File: config.mk
export PLATFORM = sky130hd
export DESIGN_NAME = reaction_controller
export DESIGN_NICKNAME = d
export VERILOG_FILES = /design/src/rtl/reaction_controller.sv
export SDC_FILE = /design/constraint.sdc
export NUM_CORES = 1
export LEC_CHECK = 0
export ABC_AREA = 1
export BUFFER_PORTS_ARGS = -buffer_cell sky130_fd_sc_hd__buf_2
export CAP_MARGIN = 5
export CORE_MARGIN = 2
export CORE_UTILIZATION = 57
export CTS_CLUSTER_SIZE = 24
export DETAILED_ROUTE_END_ITERATION = 16
export PLACE_DENSITY = 0.78
export SYNTH_ARGS = -nofsm -noshare
export SYNTH_HDL_FRONTEND = slang
export SYNTH_SLANG_ARGS = --single-unit
File: constraint.sdc
create_clock -name clock -period 2.1 [get_ports clock]
set_input_delay 0.315 -clock clock [delete_from_list [all_inputs] [get_ports clock]]
set_output_delay 0.315 -clock clock [all_outputs]
set_load 0.05 [all_outputs]
File: src/rtl/reaction_controller.sv
// Reaction-time game controller: random pre-stimulus delay, lamp, false-start
// and no-response detection, and a best-time register in 3-digit BCD.
module reaction_controller #(
  parameter int unsigned DELAY_MIN_MS = 1000
) (
  input  logic       clock,
  input  logic       clear,
  input  logic       tick,
  input  logic       button,
  input  logic [3:0] cnt_bcd2,
  input  logic [3:0] cnt_bcd1,
  input  logic [3:0] cnt_bcd0,
  output logic       cnt_clear,
  output logic       cnt_enable,
  output logic       led,
  output logic       foul,
  output logic       timeout,
  output logic [3:0] best_bcd2,
  output logic [3:0] best_bcd1,
  output logic [3:0] best_bcd0,
  output logic [2:0] state_o
);

  localparam int unsigned LFSR_W  = 10;
  localparam int unsigned DELAY_W = 13;
  localparam int unsigned BCD_W   = 12;
  localparam logic [LFSR_W-1:0] LFSR_SEED = LFSR_W'(1);
  localparam logic [BCD_W-1:0]  BCD_MAX   = 12'h999;

  typedef enum logic [2:0] {
    ST_IDLE  = 3'd0,
    ST_WAIT  = 3'd1,
    ST_ARMED = 3'd2,
    ST_DONE  = 3'd3,
    ST_FOUL  = 3'd4,
    ST_TOUT  = 3'd5
  } state_t;

  state_t              state_q;
  state_t              state_d;
  logic [LFSR_W-1:0]   lfsr_q;
  logic [DELAY_W-1:0]  delay_q;
  logic [BCD_W-1:0]    best_q;
  logic [BCD_W-1:0]    count_c;
  logic                start_c;
  logic                load_best_c;

  // BCD digits compare correctly as one unsigned word, MSD first
  assign count_c = {cnt_bcd2, cnt_bcd1, cnt_bcd0};

  // State register
  always_ff @(posedge clock) begin
    if (clear) begin
      state_q <= ST_IDLE;
    end else begin
      state_q <= state_d;
    end
  end

  // Next-state, trial start, best-load strobe and counter enable
  always_comb begin
    state_d     = state_q;
    start_c     = 1'b0;
    load_best_c = 1'b0;
    cnt_enable  = 1'b0;
    case (state_q)
      ST_IDLE, ST_DONE, ST_FOUL, ST_TOUT: begin
        if (button) begin
          state_d = ST_WAIT;
          start_c = 1'b1;
        end
      end
      ST_WAIT: begin
        if (button) begin
          state_d = ST_FOUL;
        end else if (tick && (delay_q < DELAY_W'(2))) begin
          state_d = ST_ARMED;
        end
      end
      ST_ARMED: begin
        if (button) begin
          state_d     = ST_DONE;
          load_best_c = (count_c < best_q);
        end else if (tick) begin
          if (count_c == BCD_MAX) begin
            state_d = ST_TOUT;
          end else begin
            cnt_enable = 1'b1;
          end
        end
      end
      default: begin
        state_d = ST_IDLE;
      end
    endcase
    // inputs are ignored while clear is high
    if (clear) begin
      state_d     = ST_IDLE;
      start_c     = 1'b0;
      load_best_c = 1'b0;
      cnt_enable  = 1'b0;
    end
  end

  // LFSR, delay countdown, best time and counter-clear register
  always_ff @(posedge clock) begin
    if (clear) begin
      lfsr_q    <= LFSR_SEED;
      delay_q   <= '0;
      best_q    <= BCD_MAX;
      cnt_clear <= 1'b1;
    end else begin
      lfsr_q    <= {lfsr_q[LFSR_W-2:0], lfsr_q[9] ^ lfsr_q[6]};
      cnt_clear <= start_c;
      if (start_c) begin
        delay_q <= DELAY_W'(DELAY_MIN_MS) + DELAY_W'(lfsr_q);
      end else if ((state_q == ST_WAIT) && tick && (delay_q != '0)) begin
        delay_q <= delay_q - DELAY_W'(1);
      end
      if (load_best_c) begin
        best_q <= count_c;
      end
    end
  end

  assign led       = (state_q == ST_ARMED);
  assign foul      = (state_q == ST_FOUL);
  assign timeout   = (state_q == ST_TOUT);
  assign state_o   = state_q;
  assign best_bcd2 = best_q[11:8];
  assign best_bcd1 = best_q[7:4];
  assign best_bcd0 = best_q[3:0];

endmodule

======== Word level (Yosys, flattened, before mapping) ========
Cells that the tools add are included.
operators by class
  equal/unequal tests ..................... 10
  bitwise operators ....................... 1
  order comparisons ....................... 2
  multiplexer cells ....................... 20
  $add $sub $neg .......................... 2
  reduce and logical (&&, ||, !) cells .... 8
operators with widths
  kind                                                                      count
  13-bit 2-to-1 mux                                                         2
  3-bit 2-to-1 mux                                                          6
  13-bit by 2-bit < comparator with 1-bit output (second input constant)    1
  13-bit nonzero test                                                       1
  13-bit by 1-bit subtractor with 13-bit output (second input constant)     1
  12-bit == test (second input constant)                                    1
  12-bit < comparator                                                       1
  10-bit by 10-bit adder with 11-bit output (first input constant)          1
  1-bit 2-to-1 mux                                                          11
  3-bit case mux with 3 select lines                                        1
  3-bit by 2-bit == test with 1-bit output (second input constant)          2
  3-bit == test (second input constant)                                     2
  3-bit inequality test (second input constant)                             2
  4-bit AND reduction                                                       1
  4-bit OR reduction                                                        1
  3-bit by 1-bit == test with 1-bit output (second input constant)          1
  1-bit logical AND                                                         3
  3-bit zero test                                                           1
  3-bit by 2-bit inequality test with 1-bit output (second input constant)  1
  2-bit inequality test (second input constant)                             1
  2-bit nonzero test                                                        1
  1-bit bitwise XOR                                                         1
storage, ports and cells
  output and inout bits ................... 20
  word-level logic and storage cells ...... 48
  register bits after elaboration ......... 39

======== Longest topological paths before layout ========
  depth after elaboration ................. 6
  depth in mapped cells ................... 11
  depth with buffers taken out ............ 11

======== Worst setup path after synthesis ========
No wires, ideal clock.
  path kind ............................... register to output
  from .................................... register state_q[1], in the netlist state_o[1]
  to ...................................... output port cnt_enable
  setup slack ............................. -0.331 ns
  data arrival time ....................... 2.116 ns
  path buffers ............................ 0
  data required time ...................... 1.785 ns
  cell stages (with the launch flop) ...... 5
  path through ............................ dfxtp_1 > nand3_2 > nor2_1 > nand2_1 > nor3_1
between the ends
  word-level cells in the longest chain between the ends .. 3
ends and longest elaborated chain
  element                                   RTL line  source
  start: declaration                        39        state_t state_q;
  start signal: assignment                  56        state_q <= state_d;
  3-bit by 2-bit == test with 1-bit output  66        case (state_q)
  1-bit 2-to-1 mux                          66
  1-bit 2-to-1 mux                          97        if (clear) begin
  end: declaration                          14        output logic cnt_enable,
Every way passes these cells.

======== Worst setup path after layout ========
  from .................................... register best_q[11]
  to ...................................... register best_q[7]
between the ends
  word-level cells in the longest chain between the ends .. 4
ends and longest elaborated chain
  element                   RTL line  source
  start: declaration        43        logic [BCD_W-1:0] best_q;
  start signal: assignment  121       best_q <= count_c;
  12-bit < comparator       83        load_best_c = (count_c < best_q);
  1-bit 2-to-1 mux          81        if (button) begin
  1-bit 2-to-1 mux          66
  1-bit 2-to-1 mux          97
Every way passes these cells.
A chain may end at the register's enable or synchronous reset.

==> flow_summary.json <==
{
  "grt_max_degree": 24,
  "vias": 2384,
  "coreArea_sq_um": 4090,
  "synth_area_leaders": "dfxtp_1, nand2_1, inv_1, nand3_1, nor2_1",
  "synth_top_area_share": 0.315,
  "avgSynthCellArea_sq_um": 6.63,
  "grt_setup_unrepaired": "false",
  "wl_per_cell_um": 12.0,
  "setup_tns_ns": 0,
  "power-per-cell-area_nw_per_um2": 1360,
  "synth-edff-count": 0,
  "cp-startpoint": "best_q[11]",
  "critical_path_class": "register to register",
  "synth_seq_cells": 39,
  "crit_family": "simple AND/OR/NAND/NOR gates",
  "ir_drop_uv": 848,
  "die_h_um": 70.0,
  "crit_path_max_fanout": 13,
  "row_count": 23,
  "postCtsResizedCells": 0,
  "crit_cells": 8,
  "max_stage_delay_ns": 0.37,
  "clk_pin_slew_ns": 0.08,
  "post-route-drc-count": 0,
  "syn_area_sq_um": 2480,
  "clk-insertion-delay-late_ns": 0.30,
  "hp-class": "input pin to register",
  "cts-hold-fix-buffers": 0,
  "worstSetupEndpointType": "register",
  "grt_pass1_vias": 2194,
  "slew_violations": 0,
  "tritoncts": "done",
  "met2_usage": 0.386,
  "synth_commonest_cells": "nand2_1, inv_1, nor2_1",
  "timing.rr.end": "best_q[7]",
  "hold_viol_final": 0,
  "async_flop_share": 0,
  "firstDrtPassIters": 4,
  "drt_iter0_drc": 174,
  "status": "finished clean",
  "reg2reg_slack_ns": 0.27,
  "grt_pass1_wl_um": 9510,
  "numCtsBuffers": 5,
  "met3_usage": 0.0462,
  "cp.buffers_inverters": 1,
  "final_util": 0.686,
  "setup_violations": 0,
  "ys_types": 30,
  "fin_nets": 439,
  "die_w_um": 70.0,
  "synthToLayoutAreaGrowth_pct": 13.1,
  "reg2regPathDepth": 8,
  "grt.met1_usage": 0.312,
  "reg2reg_from": "best_q[11]",
  "synthFlopType": "dfxtp_1",
  "fin_crit_ns": 1.83,
  "overflow": 0,
  "dieArea_sq_um": 4890,
  "fmax_mhz": 546,
  "top_usage_layer": "met2",
  "ys_seq_area_frac": 0.315,
  "synth_warnings": 0,
  "yosysMostFrequentCell": "nand2_1",
  "total_power_mw": 3.83,
  "num_antenna_cells": 0,
  "post_cts_buffers": 0,
  "crit_chain": "inv_1, ha_1, a21oi_1, nand3_1, nor2_4, nand2_2, nand2_1, nand3_1",
  "synthCells": 374,
  "port_buffers": 35,
  "required_ns": 2.28,
  "cts_root_buf": "clkbuf_8",
  "antenna_found_initial": 0,
  "clk_path_buf_depth": 2,
  "synth_top_area_cell": "dfxtp_1",
  "cp_slowest_cell": "dfxtp_1",
  "worstMarginPinSlew_ns": 0.351,
  "cpMostUsedCell": "nand3_1",
  "cts_sinks": 39,
  "max_cap_viol_count": 0,
  "ios": 36,
  "cts_max_level": 2,
  "clock_skew_ns": 0.00528,
  "grt.total_usage": 0.238,
  "maxSlewHeadroom": 0.763,
  "start_util": 0.607,
  "via_per_inst": 5.18,
  "drtAntennaViolNets": 0,
  "drive_gt1_frac": 0.176,
  "critPathLaunchType": "register",
  "critPathCapture": "best_q[7]",
  "syn_nets": 404,
  "dp_hpwl_um": 4150,
  "cp.arrival_ns": 2.01,
  "drt_wl_total_um": 5510,
  "place.gp.congestion": 0.984,
  "finalCritPeriodShare": 0.872,
  "p_leak_nw": 1.44
}
## state kept, by name, summed over array words and instances, names as in the netlist
signal     count
delay_q       13
best_q        12
lfsr_q        10
cnt_clear      1
state_o        3
## final cells by class
class / instances / area, sq um
clock buffers: 6 / 72.6
clock inverters: 2 / 60.1
fillers: 376 / 1280
inverters: 62 / 233
multi-input cells: 263 / 1400
flip-flops and latches: 39 / 781
well taps: 50 / 62.6
repair buffers: 38 / 198
## worst register-to-register path: stages (launching register included)
cell,delay (ns)
dfxtp_1,0.37
inv_1,0.06
ha_1,0.30
a21oi_1,0.16
nand3_1,0.13
nor2_4,0.26
nand2_2,0.23
nand2_1,0.12
nand3_1,0.07
## worst min-delay path by stage
stage	end	slack [ns]	depth (start not counted)	start
after detailed placement	lfsr_q[2]	0.42	2	lfsr_q[1]
after global routing	best_q[7]	0.31	3	cnt_bcd1[3]
final	best_q[10]	0.30	3	cnt_bcd2[2]
after floorplan	lfsr_q[2]	0.40	2	lfsr_q[1]
after global placement	lfsr_q[2]	0.42	2	lfsr_q[1]
after CTS	best_q[0]	0.30	3	cnt_bcd0[0]
## where the power goes
group          total, mW  leakage (nW)  switching (mW)  internal [mW]
clock network      0.741        0.0654           0.266          0.475
logic               2.02          1.05            1.37          0.657
registers           1.06         0.318           0.164          0.896
total               3.83          1.44            1.80           2.03
## logic make-up after synthesis
logic type | after synthesis | share of synthesized area
AND/OR/NAND/NOR | 206 | 0.381
XOR/XNOR | 7 | 0.0247
AO/OA/AOI/OAI | 36 | 0.0822
buffers and inverters | 72 | 0.127
flip-flops | 39 | 0.315
adder cells (fa/ha/maj) | 14 | 0.0706
## per-stage QoR
stage                     instance area, sq um  hold WS (ns)  setup WS, ns  std cells
after floorplan                           2490         0.400        0.0785        374
after global placement                    2670         0.421         0.222        452
after detailed placement                  2670         0.418         0.119        452
after CTS                                 2800         0.304         0.156        460
after global routing                      2800         0.311        0.0802        460
final                                     2800         0.304         0.268        460
## metal layers
layer  wire length [um]  share of wire
met2               2550           0.46
met5                  0              0
met1               2650           0.48
met4                 76          0.014
met3                239          0.043
## cell usage in the layout (no fill, tap or decap), types with 6 or more instances in the layout
cell and count:
o21ai_0 14, dfxtp_1 39, nand2_1 86, a21oi_1 15, nor2_1 50, ha_1 14, buf_2 35, xor2_1 6
nand3_1 40, nand4_1 7, inv_1 58, a21oi_2 6
Power figures use the tool's default switching activity.
